`src/rtl/serial_tx_pkg.sv`:
```
// Shared types and helpers for the serial_tx asynchronous-frame transmitter.
package serial_tx_pkg;

  typedef enum logic [2:0] {
    ST_IDLE   = 3'd0,
    ST_START  = 3'd1,
    ST_DATA   = 3'd2,
    ST_PARITY = 3'd3,
    ST_STOP   = 3'd4
  } state_t;

  localparam logic TX_IDLE_LEVEL = 1'b1;

  // Width of a counter that must hold 0..n-1; never narrower than one bit.
  function automatic int cnt_w(input int n);
    return (n <= 1) ? 1 : $clog2(n);
  endfunction

endpackage

```
`src/rtl/serial_tx_if.sv`:
```
// Handshake and line signals of the serial transmitter, seen from driver and transmitter.
interface serial_tx_if #(
  parameter int DATA_W = 8
);
  logic [DATA_W-1:0] data;
  logic              start;
  logic              ready;
  logic              tx;
  logic              done;

  modport master (output data, output start, input ready, input tx, input done);
  modport slave  (input data, input start, output ready, output tx, output done);
endinterface

```
`src/rtl/serial_tx_bit_timer.sv`:
```
// Bit-period timer: counts 0..CLKS_PER_BIT-1 and flags the last cycle of each bit.
module serial_tx_bit_timer
  import serial_tx_pkg::*;
#(
  parameter int CLKS_PER_BIT = 16
) (
  input  logic i_clk,
  input  logic i_resetn,
  input  logic i_clear,
  output logic o_tick
);
  localparam int            CW   = cnt_w(CLKS_PER_BIT);
  localparam logic [CW-1:0] LAST = CW'(CLKS_PER_BIT - 1);
  localparam logic [CW-1:0] ONE  = CW'(1);

  logic [CW-1:0] r_cnt;

  // Free-running bit counter, held at zero while cleared, wrapping at the period end.
  always_ff @(posedge i_clk) begin
    if (!i_resetn) begin
      r_cnt <= {CW{1'b0}};
    end else if (i_clear || (r_cnt == LAST)) begin
      r_cnt <= {CW{1'b0}};
    end else begin
      r_cnt <= r_cnt + ONE;
    end
  end

  assign o_tick = (r_cnt == LAST) && !i_clear;

endmodule

```
`src/rtl/serial_tx.sv`:
```
// Parallel-in, serial-out frame transmitter: start bit, DATA_W data bits LSB first,
// optional parity bit, stop bit; each held for CLKS_PER_BIT clocks.
module serial_tx
  import serial_tx_pkg::*;
#(
  parameter int DATA_W       = 8,
  parameter int CLKS_PER_BIT = 16,
  parameter int PARITY_EN    = 0,
  parameter int PARITY_ODD   = 0
) (
  input  logic        i_clk,
  input  logic        i_resetn,
  serial_tx_if.slave  bus
);
  localparam int            IW          = cnt_w(DATA_W);
  localparam logic [IW-1:0] LAST_BIT    = IW'(DATA_W - 1);
  localparam logic [IW-1:0] IDX_ONE     = IW'(1);
  localparam logic          PAR_ODD_BIT = (PARITY_ODD != 0) ? 1'b1 : 1'b0;

  state_t            r_state;
  logic [DATA_W-1:0] r_shift;
  logic [IW-1:0]     r_bit_idx;
  logic              r_parity;
  logic              r_tx;
  logic              r_done;
  logic              w_tick;
  logic              w_clear;
  logic [DATA_W-1:0] w_shift_next;

  // The timer is held cleared while idle, so it restarts from zero on the accept edge.
  assign w_clear      = (r_state == ST_IDLE);
  assign w_shift_next = r_shift >> 1;

  serial_tx_bit_timer #(
    .CLKS_PER_BIT (CLKS_PER_BIT)
  ) u_bit_timer (
    .i_clk    (i_clk),
    .i_resetn (i_resetn),
    .i_clear  (w_clear),
    .o_tick   (w_tick)
  );

  // Frame FSM; r_tx is loaded with the level of the slot being entered.
  always_ff @(posedge i_clk) begin
    if (!i_resetn) begin
      r_state   <= ST_IDLE;
      r_tx      <= TX_IDLE_LEVEL;
      r_done    <= 1'b0;
      r_shift   <= {DATA_W{1'b0}};
      r_bit_idx <= {IW{1'b0}};
      r_parity  <= 1'b0;
    end else begin
      r_done <= 1'b0;
      case (r_state)
        ST_IDLE: begin
          r_tx <= TX_IDLE_LEVEL;
          if (bus.start) begin
            r_shift   <= bus.data;
            r_parity  <= (^bus.data) ^ PAR_ODD_BIT;
            r_bit_idx <= {IW{1'b0}};
            r_tx      <= 1'b0;
            r_state   <= ST_START;
          end
        end
        ST_START: begin
          if (w_tick) begin
            r_tx    <= r_shift[0];
            r_state <= ST_DATA;
          end
        end
        ST_DATA: begin
          if (w_tick) begin
            r_shift <= w_shift_next;
            if (r_bit_idx == LAST_BIT) begin
              r_bit_idx <= {IW{1'b0}};
              if (PARITY_EN != 0) begin
                r_tx    <= r_parity;
                r_state <= ST_PARITY;
              end else begin
                r_tx    <= TX_IDLE_LEVEL;
                r_state <= ST_STOP;
              end
            end else begin
              r_bit_idx <= r_bit_idx + IDX_ONE;
              r_tx      <= w_shift_next[0];
            end
          end
        end
        ST_PARITY: begin
          if (w_tick) begin
            r_tx    <= TX_IDLE_LEVEL;
            r_state <= ST_STOP;
          end
        end
        ST_STOP: begin
          if (w_tick) begin
            r_tx    <= TX_IDLE_LEVEL;
            r_done  <= 1'b1;
            r_state <= ST_IDLE;
          end
        end
        default: begin
          r_tx    <= TX_IDLE_LEVEL;
          r_state <= ST_IDLE;
        end
      endcase
    end
  end

  assign bus.ready = (r_state == ST_IDLE);
  assign bus.tx    = r_tx;
  assign bus.done  = r_done;

endmodule

```
`src/flat_wrapper.sv`:
```
// flat-port wrapper written by rule: the top's interface ports become plain ports
module serial_tx_flat import serial_tx_pkg::*;
#(
  parameter int DATA_W       = 8,
  parameter int CLKS_PER_BIT = 16,
  parameter int PARITY_EN    = 0,
  parameter int PARITY_ODD   = 0
)
  (i_clk, i_resetn, bus_data, bus_start, bus_ready, bus_tx, bus_done);
  serial_tx_if #(.DATA_W(DATA_W)) bus_i ();
  input  logic i_clk;
  input  logic i_resetn;
  input wire logic [$bits(bus_i.data)-1:0] bus_data;
  input wire logic [$bits(bus_i.start)-1:0] bus_start;
  output wire logic [$bits(bus_i.ready)-1:0] bus_ready;
  output wire logic [$bits(bus_i.tx)-1:0] bus_tx;
  output wire logic [$bits(bus_i.done)-1:0] bus_done;
  assign bus_i.data = bus_data;
  assign bus_i.start = bus_start;
  assign bus_ready = bus_i.ready;
  assign bus_tx = bus_i.tx;
  assign bus_done = bus_i.done;
  serial_tx #(.DATA_W(DATA_W), .CLKS_PER_BIT(CLKS_PER_BIT), .PARITY_EN(PARITY_EN), .PARITY_ODD(PARITY_ODD)) u_core (.i_clk(i_clk), .i_resetn(i_resetn), .bus(bus_i));
endmodule
```
`config.mk`:
```
export PLATFORM = sky130hd
export DESIGN_NAME = serial_tx_flat
export DESIGN_NICKNAME = d
export VERILOG_FILES = /design/src/rtl/serial_tx_pkg.sv /design/src/rtl/serial_tx_if.sv /design/src/rtl/serial_tx_bit_timer.sv /design/src/rtl/serial_tx.sv /design/src/flat_wrapper.sv
export SDC_FILE = /design/constraint.sdc
export NUM_CORES = 1
export LEC_CHECK = 0
export CORE_ASPECT_RATIO = 1.5
export CORE_MARGIN = 2
export CORE_UTILIZATION = 48
export CTS_CLUSTER_DIAMETER = 60
export DETAILED_ROUTE_END_ITERATION = 7
export PLACE_DENSITY = 0.8
export SYNTH_ARGS = -nofsm -noshare
export SYNTH_HDL_FRONTEND = slang
export SYNTH_HIERARCHICAL = 1
export SYNTH_SLANG_ARGS = --single-unit
```
`constraint.sdc`:
```
create_clock -name i_clk -period 2.47 [get_ports i_clk]
set_clock_uncertainty 0.15 [all_clocks]
set_input_delay 0.494 -clock i_clk [delete_from_list [all_inputs] [get_ports i_clk]]
set_output_delay 0.494 -clock i_clk [all_outputs]
set_load 0.02 [all_outputs]
```
==> reports/results.ini <==
[status]
outcome = finished clean

[global_route]
globalRouteTotalUtil_pct = 19.14
grt-ovfl-total = 0
grt_max_degree = 15
antenna_found_initial = 0
grt_pass1_wl_um = 3194
first_global_vias = 783

[logic_synthesis]
netlist_instances = 105
yosys.area.top_type_share_pct = 41.88
ys.flop_type = dfxtp_1
synth_edf_count = 0
ys_types = 31
synth_area_um2 = 955.9
yosysWarningCount = 6
postSynthRegisterBits = 20
ys_seq_area_share_pct = 41.88
async_flop_share_pct = 0
yosysTopAreaCell = dfxtp_1
syn-num-nets = 119
synth_area_leaders = dfxtp_1 (42%), mux2i_1 (8.4%), a21oi_1 (6.8%)
avgSynthCellArea_um2 = 9.104

[floorplan]
initial_core_util_pct = 51.55
design.die.area_um2 = 2372
rows = 19
fp.coreArea_um2 = 1854
die_h_um = 58.66
dieWidth_um = 40.44
io_pins = 14

[clock_network]
numCtsBuffers = 3
clkLatencyLatePin_ns = 0.30
htree_levels = 1
clock-sinks = 20
cts_tree = built
cts_setup_buffers = 0
hold_buffers = 0
ctsRootBufferMaster = clkbuf_4
clkSlewWorstSetupHoldPaths_ns = 0.12
post_cts_resized = 0
cts_buffer_depth = 2

[setup_path]
timing.rr.start = u_core/u_bit_timer/r_cnt[0]
start_kind = flip-flop
slowest_stage = clkdlybuf4s50_1
crit_fanout = 12
cpPeakStageDelay_ns = 0.64
path_class = flip-flop to primary output
r2r_setup_slack_ns = 0.55
cp.required_ns = 1.83
reg2reg_depth = 6
worstPathCellList = nor3_2, clkdlybuf4s50_1
crit_arrival_ns = 1.67
worst_setup_path_end_kind = primary output
reg2reg_to = u_core/r_shift[5]

[final_layout]
layout_commonest_cell = dfxtp_1
instances_no_fill = 141
layout_common_cells = dfxtp_1 (20), clkdlybuf4s50_1 (13), a21oi_1 (13)
utilization_pct = 62.15
final_nets = 135
syn_to_final_growth_pct = 20.55
drive_gt1_share_pct = 12.50
antenna_cells = 0

[timing]
max_slew_margin_pct = 70.82
worst_pin_slew_ns = 0.4256
rsz0062_at_grt = no
slew_viol_final = 0
hold_violations = 0
period_share_pct = 93.62
fin_crit_ns = 2.312
hold_ws_ns = 0.3190
setup-violations-final = 0
max_freq_mhz = 432.5
final.setup.tns_ns = 0

[worst_hold_path]
min_path_cells = 1
hp-start = u_core/u_bit_timer/r_cnt[0]
worstHoldPathType = flip-flop to flip-flop
hold_path_end = u_core/u_bit_timer/r_cnt[0]

[routing]
first_iter_violations = 21
drc = 0
vias = 824
antenna_left = 0
wl_per_cell_um = 13.79
wl_um = 1944
first_pass_iters = 4
viasPerCell = 5.844

[placement]
place_inst = 137
gp_congestion = 0.7935
io_buffers = 13
hpwlAfterDp_um = 1424

[power_and_ir_drop]
ir_drop_mv = 0.4065
power_w = 0.0006251
cellLeakagePower_nw = 0.4048
p_per_area_nw_per_um2 = 542.4

[run]
max-cap-violations = 0

[registers in the layout (all words and copies together) (netlist names)]
register	count
u_core/bus.tx	1
u_core/r_state	3
u_core/u_bit_timer/r_cnt	4
u_core/bus.done	1
u_core/r_shift	8
u_core/r_bit_idx	3
[cells in the mapped netlist (2+ instances only)]
| cell type | number |
|---|---|
| o21ai_0 | 7 |
| inv_1 | 4 |
| dfxtp_1 | 20 |
| buf_2 | 4 |
| nand3_1 | 4 |
| a21oi_1 | 13 |
| nand4_1 | 3 |
| ha_1 | 3 |
| nor2_2 | 2 |
| nor3b_2 | 2 |
| a211oi_1 | 7 |
| mux2i_1 | 8 |
| nor3_1 | 3 |
| nor2_1 | 8 |
[layer usage]
metal | vias to the layer above | track usage, % | part of all wire, % | wire, µm
met2 | 18 | 33.33 | 54 | 1045
met1 | 393 | 20.38 | 42 | 816
met5 | - | 0 | 0 | 0
met3 | 2 | 2.264 | 3.2 | 62
li1 | 411 | - | - | -
met4 | 0 | 11.43 | 1.0 | 20
[final cells by class]
class	count	area, µm²
multi-input cells	75	514.2
flip-flops and latches	20	400.4
well taps	21	26.28
clock buffers	4	36.28
fillers	169	701.9
inverters	4	15.01
repair buffers	17	160.2
[how the worst max path moves through the flow]
| stage | from | endpoint | slack (ns) | cells past startpoint |
|---|---|---|---|---|
| 6_report | u_core/r_state[0] | bus_ready | 0.16 | 2 |
| 5_1_grt | u_core/r_state[0] | bus_ready | 0.07 | 2 |
| 4_1_cts | u_core/r_state[0] | bus_ready | 0.05 | 2 |
| 3_5_place_dp | bus_start | u_core/r_shift[5] | 0.41 | 4 |
| 3_3_place_gp | bus_start | u_core/r_shift[6] | 0.41 | 4 |
| 2_1_floorplan | u_core/r_state[0] | u_core/r_shift[0] | 0.04 | 7 |
[cell families after synthesis]
logic type | Yosys count | share of synthesized area, %
muxes | 9 | 9.555
adders and majority gates | 3 | 3.927
buffers and inverters | 10 | 4.842
xor gates and xnor gates | 2 | 1.833
DFF | 20 | 41.88
and+or+nand+nor | 30 | 18.46
AOI/OAI and AO/OA | 31 | 19.50
[report_power, final]
| part | switching (W) | internal [W] | total, W |
|---|---|---|---|
| registers | 0.0000122 | 0.000338 | 0.000350 |
| clock network | 0.000101 | 0.0000899 | 0.000191 |
| logic | 0.0000405 | 0.0000431 | 0.0000835 |
| total | 0.000154 | 0.000471 | 0.000625 |
[worst max-delay path: cells and delay by family, from the launching register on]
family	cells	cell delay (ns)
buffers and inverters	1	0.64
AND/OR/NAND/NOR	1	0.29
flip-flops	1	0.44
[metrics by stage]
step                      area, µm²  setup slack [ns]
after floorplan               955.9           0.03772
after global placement         1111            0.4087
after detailed placement       1111            0.4100
after CTS                      1147           0.05180
after global routing           1152           0.06550
final                          1152            0.1577
Power figures use the tool's default switching activity.
